File: src/rtl/mix_columns_serial.sv
// ---------------------------------------------------------------------------
// mix_columns_serial
//   Byte-serial AES MixColumns / InvMixColumns stage for the 8-bit datapath.
//   Collects four bytes of a column, transforms them in GF(2^8) on the edge
//   that accepts the fourth byte, then drains the column one byte per cycle.
//   A final-round bypass, sampled with the fourth byte, passes the column
//   through unchanged.
//
// Parameters
//   COLS  columns per state (state = 4*COLS bytes)
//   INV   0: MixColumns {02,03,01,01}, 1: InvMixColumns {0E,0B,0D,09}
//
// Ports
//   clk         clock, rising edge
//   rst         synchronous active-high reset
//   din         input byte, column-major order
//   din_valid   din is accepted on this edge
//   bypass      column passes through untransformed (sampled with byte 3)
//   flush       synchronous clear of partial column and output drain
//   dout        output byte (0 when not valid)
//   dout_valid  dout holds a valid byte
//   dout_last   dout is the final byte of the state
// ---------------------------------------------------------------------------
module mix_columns_serial #(
  parameter int COLS = 4,
  parameter bit INV  = 1'b0
) (
  input  logic       clk,
  input  logic       rst,
  input  logic [7:0] din,
  input  logic       din_valid,
  input  logic       bypass,
  input  logic       flush,
  output logic [7:0] dout,
  output logic       dout_valid,
  output logic       dout_last
);

  localparam int CW = (COLS > 1) ? $clog2(COLS) : 1;
  localparam logic [CW-1:0] LAST_COL = CW'(COLS - 1);

  // Multiply by x in GF(2^8) with the AES polynomial.
  function automatic logic [7:0] xtime(input logic [7:0] b);
    logic [7:0] r;
    if (b[7]) begin
      r = {b[6:0], 1'b0} ^ 8'h1B;
    end else begin
      r = {b[6:0], 1'b0};
    end
    return r;
  endfunction

  // Constant multiply built from xtime chains; only the coefficients used
  // by the forward and inverse transforms are supported.
  function automatic logic [7:0] gmul(input logic [7:0] b, input logic [7:0] c);
    logic [7:0] x1;
    logic [7:0] x2;
    logic [7:0] x3;
    logic [7:0] r;
    x1 = xtime(b);
    x2 = xtime(x1);
    x3 = xtime(x2);
    case (c)
      8'h01:   r = b;
      8'h02:   r = x1;
      8'h03:   r = x1 ^ b;
      8'h09:   r = x3 ^ b;
      8'h0B:   r = x3 ^ x1 ^ b;
      8'h0D:   r = x3 ^ x2 ^ b;
      8'h0E:   r = x3 ^ x2 ^ x1;
      default: r = 8'h00;
    endcase
    return r;
  endfunction

  // Coefficient for circulant position idx = (k - r) mod 4.
  function automatic logic [7:0] coeff(input logic [1:0] idx);
    logic [7:0] c;
    if (INV) begin
      case (idx)
        2'd0:    c = 8'h0E;
        2'd1:    c = 8'h0B;
        2'd2:    c = 8'h0D;
        2'd3:    c = 8'h09;
        default: c = 8'h00;
      endcase
    end else begin
      case (idx)
        2'd0:    c = 8'h02;
        2'd1:    c = 8'h03;
        2'd2:    c = 8'h01;
        2'd3:    c = 8'h01;
        default: c = 8'h00;
      endcase
    end
    return c;
  endfunction

  logic [7:0]    buf_r [0:2];
  logic [1:0]    byte_cnt_r;
  logic [CW-1:0] col_cnt_r;
  logic [7:0]    out_r [0:3];
  logic [2:0]    out_cnt_r;
  logic          last_col_r;
  logic [7:0]    dout_r;
  logic          dout_valid_r;
  logic          dout_last_r;

  logic [7:0]    a_s      [0:3];
  logic [7:0]    result_s [0:3];
  logic          accept_s;
  logic          load_s;

  // Flush wins over a same-cycle input byte; a load happens on the 4th byte.
  always_comb begin
    accept_s = din_valid && !flush;
    load_s   = accept_s && (byte_cnt_r == 2'd3);
  end

  // Assemble the column with the live 4th byte so the result is ready at its edge.
  always_comb begin
    a_s[0] = buf_r[0];
    a_s[1] = buf_r[1];
    a_s[2] = buf_r[2];
    a_s[3] = din;
  end

  // Column transform: row r = XOR over k of coeff[(k-r) mod 4] * a[k].
  always_comb begin
    logic [7:0] acc_s;
    acc_s = 8'h00;
    for (int r = 0; r < 4; r++) begin
      acc_s = 8'h00;
      for (int k = 0; k < 4; k++) begin
        acc_s = acc_s ^ gmul(a_s[k], coeff(2'((k - r + 4) % 4)));
      end
      if (bypass) begin
        result_s[r] = a_s[r];
      end else begin
        result_s[r] = acc_s;
      end
    end
  end

  // Input gathering, column counting and output drain. The load is written
  // after the drain so that it overrides the final shift of the previous
  // column on the same edge, giving back-to-back columns without a bubble.
  always_ff @(posedge clk) begin
    if (rst || flush) begin
      byte_cnt_r   <= 2'd0;
      col_cnt_r    <= {CW{1'b0}};
      out_cnt_r    <= 3'd0;
      last_col_r   <= 1'b0;
      dout_r       <= 8'h00;
      dout_valid_r <= 1'b0;
      dout_last_r  <= 1'b0;
      for (int i = 0; i < 3; i++) begin
        buf_r[i] <= 8'h00;
      end
      for (int i = 0; i < 4; i++) begin
        out_r[i] <= 8'h00;
      end
    end else begin
      if (accept_s) begin
        byte_cnt_r <= byte_cnt_r + 2'd1;
        case (byte_cnt_r)
          2'd0:    buf_r[0] <= din;
          2'd1:    buf_r[1] <= din;
          2'd2:    buf_r[2] <= din;
          default: ;
        endcase
      end

      if (out_cnt_r != 3'd0) begin
        dout_r       <= out_r[0];
        dout_valid_r <= 1'b1;
        dout_last_r  <= last_col_r && (out_cnt_r == 3'd1);
        out_r[0]     <= out_r[1];
        out_r[1]     <= out_r[2];
        out_r[2]     <= out_r[3];
        out_r[3]     <= 8'h00;
        out_cnt_r    <= out_cnt_r - 3'd1;
      end else begin
        dout_r       <= 8'h00;
        dout_valid_r <= 1'b0;
        dout_last_r  <= 1'b0;
      end

      if (load_s) begin
        for (int i = 0; i < 4; i++) begin
          out_r[i] <= result_s[i];
        end
        out_cnt_r  <= 3'd4;
        last_col_r <= (col_cnt_r == LAST_COL);
        if (col_cnt_r == LAST_COL) begin
          col_cnt_r <= {CW{1'b0}};
        end else begin
          col_cnt_r <= col_cnt_r + CW'(1);
        end
      end
    end
  end

  assign dout       = dout_r;
  assign dout_valid = dout_valid_r;
  assign dout_last  = dout_last_r;

endmodule

File: config.mk
export PLATFORM = sky130hd
export DESIGN_NAME = mix_columns_serial
export DESIGN_NICKNAME = d
export VERILOG_FILES = /design/src/rtl/mix_columns_serial.sv
export SDC_FILE = /design/constraint.sdc
export NUM_CORES = 1
export LEC_CHECK = 0
export ABC_AREA = 1
export ABC_CLOCK_PERIOD_IN_PS = 1700
export CORE_ASPECT_RATIO = 1.5
export CORE_MARGIN = 2
export CORE_UTILIZATION = 40
export CTS_CLUSTER_DIAMETER = 40
export CTS_CLUSTER_SIZE = 28
export DETAILED_ROUTE_END_ITERATION = 8
export PLACE_DENSITY_LB_ADDON = 0.05
export RECOVER_POWER = 50
export SYNTH_ARGS = -nofsm -noshare
export SYNTH_HDL_FRONTEND = slang
export SYNTH_SLANG_ARGS = --single-unit
File: constraint.sdc
create_clock -name clk -period 1.7 [get_ports clk]
set_input_delay 0.255 -clock clk [delete_from_list [all_inputs] [get_ports clk]]
set_output_delay 0.255 -clock clk [all_outputs]
set_load 0.01 [all_outputs]
==> key figures <==
Global route
  – Initial antenna violation count: 0
  – Vias in the first global route: 4512
  – Gr usage total: 22.0%
  – GRT busiest layer: met2
  – Global-route met1 utilization: 26.2%
  – Met2 track demand over resource: between 30% and 40%
  – Pin count of the biggest net entering global routing: 28
  – GRT overflow: 0
  – First-pass GRT wire length: between 20 and 25 mm
  – Met3 usage: under 10%

Timing
  – Clk_skew: 0.00536 ns
  – Slew Limit Fails: 0
  – Final TNS setup: 0 ns
  – Crit share post-route: 94.8%
  – Slew HR: just under 70%
  – Minimum clock period: 1.61 ns
  – Max Freq: 620 MHz
  – Worst-margin pin slew: 0.464 ns
  – Final Setup Violations: 0
  – RSZ-0062 raised after global routing: yes
  – Final Hold Fails: 0
  – Hold_ws: 0.462 ns

Finish
  – Final nets: 844
  – Commonest non-fill, non-tap cell in the layout: nand2_1
  – Area of the multi-input gates: 2540 um2
  – Storage cell area: 2040 um2
  – Design area: 6130 um2
  – # fillers: 1291
  – Commonest non-fill, non-tap cells in the layout: 368 x nand2_1, 63 x nand3_1, 62 x inv_1
  – Share of layout cells above drive strength 1: 12.2%
  – N_diodes: 0
  – Syn-to-layout area delta: 22.4%

Synthesis
  – Sequential-to-total area share from yosys stat: 40.7%
  – Mapped Area: 5010 um2
  – Syn Nets: 768
  – Synth warn: 0
  – Yosys reg bits: 74
  – Synth cell types: 31
  – Syn avg cell area: 6.71 um2
  – Cells after synthesis: between 700 and 800

Floorplanning
  – Initial Util: 40.5%
  – Placeable core area: 12400 um2
  – # IOs: 23
  – Die X: around 95 um
  – Die ar.: 13500 um2
  – Num rows: 50
  – Die height: 141 um

Min path
  – Worst hold path class: reg -> reg

Setup path
  – Largest stage delay on the critical path: 0.45 ns
  – CP Cell Sequence: clkinvlp_4 -> nand2_1 -> nand2_1 -> nand2_1 -> nand3_1 -> nand2_1 -> nand2_1 -> nand2_1 -> nand2_1
  – Worst endpoint data arrival time: 1.72 ns
  – Register-to-register setup slack: 0.09 ns
  – Crit. End Element: register
  – Critical path launch point type: register
  – Crit path top cell by count: nand2_1
  – Crit path kind: reg -> reg
  – Max Fanout on Critical Path: 9
  – WP data required: around 1.8 ns
  – Slowest library cell on the worst path: edfxtp_1

Power and ir drop
  – Pwr dens: 816 nW/um2
  – Pwr Total: 5010 uW
  – Maximum vdd ir drop: 518 uV
  – Leakage Power: around 0.0032 uW

Clocking
  – Number of buffers created by CTS: 9
  – Root Driver: clkbuf_16
  – Reg clk slew, reported paths: 0.06 ns
  – Max H-tree Level: 3
  – Clock Sinks: 74
  – Worst-case clock buffer depth: 2
  – Hold Buf Count CTS: 0
  – CTS tree: built
  – Worst skew pair latency: 0.35 ns

Route
  – Final wirelength: ~14 mm
  – DRC: 0
  – Vias per cell: 4.93
  – Initial DRC Count: 184
  – Routed length per instance: 14.4 um
  – Vias: 4856
  – DR pass1 iterations: 5
  – Post-route ant nets: 0

Outcome
  – Run status: finished, final reports clean

Placement
  – DP Area: between 5000 and 6000 um2
  – IO Port Bufs: 22
  – Post-DP HPWL: between 10 and 15 mm
  – RePlAce Congestion: 0.903

Flow run
  – Max-cap violations: 0
## through the flow
step | util [%] | std cells | setup WS [ns]
global route | 49.5 | 984 | -0.00398
CTS | 49.8 | 983 | 0.0339
detailed placement | 47.7 | 967 | -0.180
finish | 49.5 | 984 | 0.0877
floorplan | - | 747 | 0.216
global placement | 47.7 | 967 | -0.149
## cell type report
type	count	share of cell area, %
Sequential cell	74	33.3
Clock inverter	7	0.693
Inverter	73	4.57
Tap cell	156	3.18
Multi-Input combinational cell	576	41.5
Clock buffer	9	3.67
Timing Repair Buffer	89	13.1
## per-layer routing
layer  wire length, um  vias up
met5                 0        -
met4               479        0
met3               554       30
met2              7190      130
met1              5980     2188
li1                  -     2508
## synthesized netlist by cell type (all sizes together)
master  instances  area (um2)
nand2         371        1400
clkinv          2        7.51
buf            19         131
a211oi          1        7.51
clkbuf          5        21.3
nor2           48         200
dfxtp          18         360
nor3            2        10.0
a21oi          40         200
or2             1        6.26
nor4            1        6.26
o21ai          20         100
nand3          64         333
ha              8         100
inv            71         269
nand3b          1        7.51
a31o            1        8.76
edfxtp         56        1680
xnor2          10        95.1
xor2            8        70.1
## sequential cells by signal, indices dropped and copies added (netlist names)
signal,count
out_r,32
buf_r,24
dout,8
out_cnt_r,3
byte_cnt_r,2
col_cnt_r,2
dout_last,1
dout_valid,1
last_col_r,1
## worst max-delay path: cells and delay by family (launching register included)
family	cells	cell delay (ns)
DFF	1	0.45
and+or+nand+nor	8	0.66
buffers and inverters	1	0.26
## cell families (layout without fill, tap and decap cells)
family / count (synthesis) / count (layout) / share of synthesized area, %
AO/OA/AOI/OAI: 62 / 62 / 6.32
XOR/XNOR: 18 / 18 / 3.30
adder cells (fa/ha/maj): 8 / 8 / 2.00
buffers and inverters: 97 / 178 / 8.56
flip-flops: 74 / 74 / 40.7
AND/OR/NAND/NOR: 488 / 488 / 39.1
## path summary, 6_finish.rpt
path	start	cells past startpoint	endpoint
max	buf_r[0][15]	9	out_r[0][4]
min	last_col_r	2	dout_last
max reg2reg	buf_r[0][15]	9	out_r[0][4]
min reg2reg	last_col_r	2	dout_last
## where the power goes
group          total, uW  leakage (uW)  internal, uW  switching (uW)
registers           2130      0.000775          2060            72.7
logic               1090       0.00226           419             666
clock network       1790      0.000140           985             806
## timing repair
action / CTS / global route
resized for setup: 0 / 4
buffers inserted: 0 / 1
endpoints found under the setup margin: 0 / 8
Note: power is estimated with default switching activity, not from simulation.
